<file path="config.mk">
export PLATFORM = sky130hd
export DESIGN_NAME = range_reducer_flat
export DESIGN_NICKNAME = d
export VERILOG_FILES = /design/src/rtl/range_reducer_if.sv /design/src/rtl/range_reducer.sv /design/src/flat_wrapper.sv
export SDC_FILE = /design/constraint.sdc
export NUM_CORES = 1
export LEC_CHECK = 0
export CAP_MARGIN = 10
export CORE_UTILIZATION = 30
export CTS_CLUSTER_SIZE = 30
export DETAILED_ROUTE_END_ITERATION = 7
export MAX_ROUTING_LAYER = met4
export PLACE_DENSITY_LB_ADDON = 0.25
export SETUP_SLACK_MARGIN = 0.4
export SYNTH_ARGS = -nofsm -noshare
export SYNTH_HDL_FRONTEND = slang
export SYNTH_SLANG_ARGS = --single-unit
</file>
<file path="constraint.sdc">
create_clock -name CLK -period 5.5 [get_ports CLK]
set_clock_uncertainty 0.1 [all_clocks]
set_input_delay 1.1 -clock CLK [delete_from_list [all_inputs] [get_ports CLK]]
set_output_delay 1.1 -clock CLK [all_outputs]
set_load 0.01 [all_outputs]
</file>
<file path="src/rtl/range_reducer_if.sv">
// Operand/result handshake bundle for range_reducer (valid/ready on both sides).
// master drives operands and takes results; slave is the reducer itself.
interface range_reducer_if #(
  parameter int num_of_int  = 3,
  parameter int num_of_frac = 23,
  parameter int num_of_k    = 4
);
  logic                   IN_VALID;
  logic                   IN_READY;
  logic [num_of_int-1:0]  IN_INT;
  logic [num_of_frac-1:0] IN_FRAC;
  logic                   OUT_VALID;
  logic                   OUT_READY;
  logic [num_of_k-1:0]    OUT_K;
  logic [num_of_int-1:0]  OUT_INT;
  logic [num_of_frac-1:0] OUT_FRAC;

  modport master (
    output IN_VALID, IN_INT, IN_FRAC, OUT_READY,
    input  IN_READY, OUT_VALID, OUT_K, OUT_INT, OUT_FRAC
  );

  modport slave (
    input  IN_VALID, IN_INT, IN_FRAC, OUT_READY,
    output IN_READY, OUT_VALID, OUT_K, OUT_INT, OUT_FRAC
  );
endinterface

</file>
<file path="src/rtl/range_reducer.sv">
// Reduces unsigned fixed-point x to x = k*LN2 + r (0 <= r < LN2) by repeated subtraction.
// Latency k+1 cycles after accept; one operand in flight, result held until OUT_READY.
module range_reducer #(
  parameter int num_of_int  = 3,
  parameter int num_of_frac = 23,
  parameter int num_of_k    = 4,
  parameter logic [num_of_int+num_of_frac-1:0] LN2 = 26'h058B90C
) (
  input logic         CLK,
  input logic         RST_N,
  range_reducer_if.slave io
);

  localparam int W = num_of_int + num_of_frac;

  typedef enum logic [1:0] {
    IDLE   = 2'd0,
    REDUCE = 2'd1,
    DONE   = 2'd2
  } state_t;

  state_t              state_q, state_nxt;
  logic [W-1:0]        acc_q, acc_nxt;
  logic [num_of_k-1:0] k_q, k_nxt;
  logic                ge_ln2;
  logic                in_ready_dat;
  logic                out_valid_dat;

  assign ge_ln2 = (acc_q >= LN2);

  always_ff @(posedge CLK or negedge RST_N) begin
    if (!RST_N) begin
      state_q <= IDLE;
      acc_q   <= '0;
      k_q     <= '0;
    end else begin
      state_q <= state_nxt;
      acc_q   <= acc_nxt;
      k_q     <= k_nxt;
    end
  end

  always_comb begin
    state_nxt     = state_q;
    acc_nxt       = acc_q;
    k_nxt         = k_q;
    in_ready_dat  = 1'b0;
    out_valid_dat = 1'b0;
    case (state_q)
      IDLE: begin
        in_ready_dat = 1'b1;
        if (io.IN_VALID) begin
          acc_nxt   = {io.IN_INT, io.IN_FRAC};
          k_nxt     = '0;
          state_nxt = REDUCE;
        end
      end
      REDUCE: begin
        // Subtraction only when guarded by the compare, so acc never wraps.
        if (ge_ln2) begin
          acc_nxt = acc_q - LN2;
          k_nxt   = k_q + 1'b1;
        end else begin
          state_nxt = DONE;
        end
      end
      DONE: begin
        out_valid_dat = 1'b1;
        if (io.OUT_READY) state_nxt = IDLE;
      end
      default: state_nxt = IDLE;
    endcase
  end

  assign io.IN_READY  = in_ready_dat;
  assign io.OUT_VALID = out_valid_dat;
  assign io.OUT_K     = k_q;
  assign io.OUT_INT   = acc_q[W-1:num_of_frac];
  assign io.OUT_FRAC  = acc_q[num_of_frac-1:0];

endmodule

</file>
<file path="src/flat_wrapper.sv">
// flat-port wrapper written by rule: the top's interface ports become plain ports
module range_reducer_flat 
#(
  parameter int num_of_int  = 3,
  parameter int num_of_frac = 23,
  parameter int num_of_k    = 4,
  parameter logic [num_of_int+num_of_frac-1:0] LN2 = 26'h058B90C
)
  (CLK, RST_N, io_IN_VALID, io_IN_INT, io_IN_FRAC, io_OUT_READY, io_IN_READY, io_OUT_VALID, io_OUT_K, io_OUT_INT, io_OUT_FRAC);
  range_reducer_if #(.num_of_int(num_of_int), .num_of_frac(num_of_frac), .num_of_k(num_of_k)) io_i ();
  input logic CLK;
  input logic RST_N;
  input wire logic [$bits(io_i.IN_VALID)-1:0] io_IN_VALID;
  input wire logic [$bits(io_i.IN_INT)-1:0] io_IN_INT;
  input wire logic [$bits(io_i.IN_FRAC)-1:0] io_IN_FRAC;
  input wire logic [$bits(io_i.OUT_READY)-1:0] io_OUT_READY;
  output wire logic [$bits(io_i.IN_READY)-1:0] io_IN_READY;
  output wire logic [$bits(io_i.OUT_VALID)-1:0] io_OUT_VALID;
  output wire logic [$bits(io_i.OUT_K)-1:0] io_OUT_K;
  output wire logic [$bits(io_i.OUT_INT)-1:0] io_OUT_INT;
  output wire logic [$bits(io_i.OUT_FRAC)-1:0] io_OUT_FRAC;
  assign io_i.IN_VALID = io_IN_VALID;
  assign io_i.IN_INT = io_IN_INT;
  assign io_i.IN_FRAC = io_IN_FRAC;
  assign io_i.OUT_READY = io_OUT_READY;
  assign io_IN_READY = io_i.IN_READY;
  assign io_OUT_VALID = io_i.OUT_VALID;
  assign io_OUT_K = io_i.OUT_K;
  assign io_OUT_INT = io_i.OUT_INT;
  assign io_OUT_FRAC = io_i.OUT_FRAC;
  range_reducer #(.num_of_int(num_of_int), .num_of_frac(num_of_frac), .num_of_k(num_of_k), .LN2(LN2)) u_core (.CLK(CLK), .RST_N(RST_N), .io(io_i));
endmodule
</file>
# Word level (Yosys, flattened, before mapping)
# Index checks and enable logic that the tools add are counted.
word_totals:
  reg_bits: 32
  latch_bits: 0
  mem_bits_rw: 0
  rom_bits: 0
  inputBits: 30
  out_inout_bits: 32
  elab_cells: 28
  n_memories: 0
op_classes:
  addsub: 2
  n_mul: 0
  div: 0
  order_cmp: 1
  n_eq_ne: 6
  shift: 0
  mux: 12
  bitwise_logic: 0
  n_reduce_logical: 4
op_table:
  columns: ["cell", "count"]
  rows:
  - ["26-bit 2-to-1 mux", 2]
  - ["26-bit one-hot mux with 2 select lines", 1]
  - ["26-bit by 23-bit >= comparator with 1-bit output (second input constant)", 1]
  - ["26-bit by 23-bit subtractor with 26-bit output (second input constant)", 1]
  - ["4-bit 2-to-1 mux", 2]
  - ["4-bit one-hot mux with 2 select lines", 1]
  - ["2-bit 2-to-1 mux", 3]
  - ["2-bit != test (second input constant)", 3]
  - ["2-bit one-hot mux with 3 select lines", 1]
  - ["3-bit AND reduction", 2]
  - ["4-bit by 1-bit adder with 4-bit output (second input constant)", 1]
  - ["2-bit by 1-bit equality test with 1-bit output (second input constant)", 1]
  - ["2-bit equality test (second input constant)", 1]
  - ["2-bit zero test", 1]
  - ["1-bit 2-to-1 mux", 2]
  - ["2-bit by 1-bit != test with 1-bit output (second input constant)", 1]
  - ["2-bit nonzero test", 1]

# Longest topological paths before layout
logic_depth:
  word_depth: 3
  ltp_mapped: 10
  mapped_depth_nobuf: 9

# Worst setup path before layout
# Ideal clock, no wire load.
synth_path:
  path_kind: "reg-to-reg"
  from: "register u_core.acc_q[10]"
  to: "register u_core.acc_q[23]"
  setup_time_ps: 96
  arrival_ps: 2434
  t_required_ps: 5304
  path_slack_ps: 2871
  stages_incl_launch_ff: 9
  path_buffers: 0
  period_less_slack_ps: 2629
  cell_sequence: "dfrtp_1 -> or4_4 -> or4_4 -> o21a_1 -> a21oi_4 -> nor2_4 -> inv_6 -> a21oi_2 -> a311oi_2"
synth_between:
  elab_chain_len: 3
  elab_cells_between_ends: 6
  cone_classes: "1 x add/sub; 1 x order compare; 1 x eq/ne; 2 x mux; 1 x reduce/logical"
synth_lines:
  columns: ["item", "line_no", "source"]
  rows:
  - ["from (decl)", "range_reducer.sv:23", "logic [W-1:0] acc_q, acc_nxt;"]
  - ["from (signal assigned)", "range_reducer.sv:38", "acc_q <= acc_nxt;"]
  - ["26-bit by 23-bit subtractor with 26-bit output / 26-bit by 23-bit >= comparator with 1-bit output (equally long branches)", "range_reducer.sv:61, range_reducer.sv:29", null]
  - ["26-bit 2-to-1 mux / 2-bit by 1-bit != test with 1-bit output (equally long branches)", null, null]
  - ["26-bit one-hot mux with 2 select lines / 3-bit AND reduction (equally long branches)", null, null]
# Parallel ways exist; a longest one is shown, timed or not. The select of a mux whose other input is x is not followed.
# A chain may end at the register's enable or synchronous reset.

# Worst setup path after layout
layout_path:
  from: "register u_core.acc_q[2]"
  to: "register u_core.acc_q[24]"
# Same word-level chain as after synthesis.

==> results.json <==
{
  "status": "completed",
  "muxShareOfSynthArea_pct": 0.9379,
  "drt_iter0_drc": 114,
  "antenna_found_initial": 0,
  "setup_violations": 0,
  "antennaDiodeCount": 0,
  "place_hpwl_mm": 4.534,
  "tritoncts.num_buffers": 5,
  "nNetsFinal": 323,
  "rsz0062_at_grt": "false",
  "cts.sinks": 32,
  "ant_nets": 0,
  "initial_core_util_pct": 31.25,
  "cp-start-kind": "flop",
  "crit_type": "reg2reg",
  "avgSynthCellArea_um2": 9.083,
  "slew_violations": 0,
  "crit_family": "compound AO/OA/AOI/OAI gates",
  "fin_crit_ns": 2.884,
  "grt_first_pass_wirelength_mm": 10.56,
  "peakVddDrop_uv": 285.4,
  "syn_area_um2": 2135,
  "clkLatencyLatePin_ns": 0.30,
  "whs_ns": 0.4200,
  "synthAdderAreaFrac_pct": 1.172,
  "wl_mm": 6.475,
  "fmax_mhz": 346.8,
  "tns_ns": 0,
  "wl_per_cell_um": 16.69,
  "grt.overflow.total": 0,
  "first_pass_iters": 4,
  "p_per_area_nw_per_um2": 672.0,
  "fillers": 721,
  "die_w_um": 86.35,
  "cp_data_arrival_time_ns": 2.96,
  "max_slew.worst_pin.slew_ns": 0.8814,
  "grt_max_degree": 33,
  "routed_via_density": 5.443,
  "synth-simple-area-share_pct": 21.69,
  "drcViolationCount": 0,
  "grt_pass1_vias": 2052,
  "syn-instance-count": 235,
  "synth_flop_cell": "dfrtp_1",
  "period_share_pct": 52.43,
  "clk_pin_slew_worst_paths_ns": 0.08,
  "fin_cells": 388,
  "syn_to_final_growth_pct": 34.88,
  "required_ns": 5.58,
  "synth_edf_count": 0,
  "core-area_um2": 6832,
  "max_stage_delay_ns": 0.45,
  "path_buf_inv": 1,
  "dp_cells": 380,
  "synthXorXnorAreaFrac_pct": 0,
  "slew_headroom_pct": 41.09,
  "total_power_mw": 1.935,
  "synth-seq-cells": 32,
  "cts_tree": "yes",
  "async_flop_share_pct": 100.0,
  "max_cap_violations": 0,
  "die_h_um": 86.35,
  "synth_cell_types": 61,
  "post_cts_resized": 0,
  "rows": 30,
  "crit_chain": "ha_1 > or3_1 > o211a_1 > o311ai_4 > a21oi_4 > nor2_4 > inv_6 > o221a_2",
  "hold_viol_final": 0,
  "syn_nets": 267,
  "gp_congestion": 0.8461,
  "portBuffers": 61,
  "power.leakage_nw": 1.100,
  "clockRootBuffer": "clkbuf_8",
  "holdBufCountCts": 0,
  "yosysSeqAreaShare_pct": 37.51,
  "htreeDepth": 2,
  "synth_compound_area_share_pct": 32.12,
  "end_kind": "flop",
  "finish.utilization_pct": 42.14,
  "cts_max_path_buffers": 2,
  "ios": 62,
  "synth_warnings": 0,
  "vias": 2112,
  "postCtsSetupBuffers": 0,
  "die_area_um2": 7456,
  "path_max_fanout": 18,
  "crit_slowest_cell": "dfrtp_1",
  "track_usage_pct": 19.12,
  "hold_path.class": "reg2reg",
  "synth_top_family_by_area": "compound AO/OA/AOI/OAI gates",
  "final_layout_size_suffix_gt1_share_pct": 11.99
}
report_power, final:
part / internal (mW) / leakage, nW / switching [mW]
Clock: 0.134 / 0.0541 / 0.103
Combinational: 0.542 / 0.666 / 0.591
Sequential: 0.361 / 0.380 / 0.204
Total: 1.04 / 1.10 / 0.898
synth_stat cells, drive strengths merged, types with 4 or more instances:
cell | n | area share [%]
dfrtp | 32 | 38
nand2 | 26 | 4.6
nor2 | 23 | 4.4
a21oi | 17 | 4.7
o21ai | 16 | 3.9
clkbuf | 11 | 4.0
nor3 | 8 | 1.9
o211ai | 7 | 2.5
o32ai | 6 | 2.5
a211o | 5 | 2.3
nand3 | 5 | 1.2
o21a | 5 | 1.8
o22ai | 5 | 1.5
o311ai | 5 | 2.9
a211oi | 4 | 1.4
buf | 4 | 1.6
inv | 4 | 0.94
path summary, 6_finish.rpt:
path / start / end / slack (ns) / depth (start not counted)
max: u_core.acc_q[2] / u_core.acc_q[24] / 2.62 / 8
min: u_core.io.OUT_K[3] / u_core.io.OUT_K[3] / 0.42 / 1
max reg2reg: u_core.acc_q[2] / u_core.acc_q[24] / 2.62 / 8
min reg2reg: u_core.io.OUT_K[3] / u_core.io.OUT_K[3] / 0.42 / 1
max in group asynchronous: RST_N / u_core.acc_q[25] / 3.87 / 2
min in group asynchronous: RST_N / u_core.acc_q[7] / 1.12 / 2
final cells by class:
cell class / instances / area [µm²] / area share (%)
multi-input combinational: 184 / 1194 / 41.46
sequential: 32 / 800.8 / 27.81
timing repair buffer: 64 / 633.1 / 21.99
tap: 96 / 120.1 / 4.172
clock buffer: 5 / 68.82 / 2.390
clock inverter: 3 / 42.54 / 1.478
inverter: 4 / 20.02 / 0.6954
logic make-up (layout without fill, tap and decap cells):
family / after synthesis / after routing
fa+ha+maj: 2 / 2
compound gates: 91 / 91
flops: 32 / 32
mux: 2 / 2
buf+inv: 19 / 76
simple gates: 89 / 89
state kept, by name, summed over array words and instances (netlist names):
register / cells
u_core.io.OUT_K: 4
u_core.acc_q: 26
u_core.state_q: 2
per-layer routing:
metal | track usage, % | share of wire [%]
met5 | - | 0
met4 | 7.576 | 1.7
met1 | 26.30 | 50
met3 | 4.000 | 4.5
met2 | 27.42 | 44
metrics by stage:
stage / setup WS (ns) / area [µm²]
global placement: 2.637 / 2768
detailed placement: 2.571 / 2768
finish: 2.616 / 2879
CTS: 2.622 / 2879
floorplan: 2.871 / 2135
global route: 2.488 / 2879
placed cells by master, fill, tap and decap left out, types with 2 or more instances in the layout:
| master | instances |
|---|---|
| a211o_2 | 4 |
| a211oi_1 | 4 |
| a21o_1 | 2 |
| a21oi_1 | 15 |
| a31oi_1 | 3 |
| a32o_1 | 3 |
| and2_2 | 2 |
| and3_1 | 2 |
| buf_4 | 3 |
| clkbuf_8 | 5 |
| clkdlybuf4s50_1 | 61 |
| dfrtp_1 | 32 |
| ha_1 | 2 |
| inv_1 | 3 |
| mux2i_1 | 2 |
| nand2_1 | 26 |
| nand3_1 | 5 |
| nand4_1 | 2 |
| nor2_1 | 22 |
| nor2b_1 | 3 |
| nor3_1 | 8 |
| nor3b_1 | 2 |
| nor4b_1 | 2 |
| o211ai_1 | 7 |
| o21a_1 | 5 |
| o21ai_0 | 14 |
| o221ai_1 | 2 |
| o22ai_1 | 5 |
| o311a_1 | 2 |
| o311ai_0 | 4 |
| o31ai_1 | 2 |
| o32ai_1 | 6 |
| or3_2 | 2 |
| or4_4 | 2 |
(Power assumes the default switching activity.)
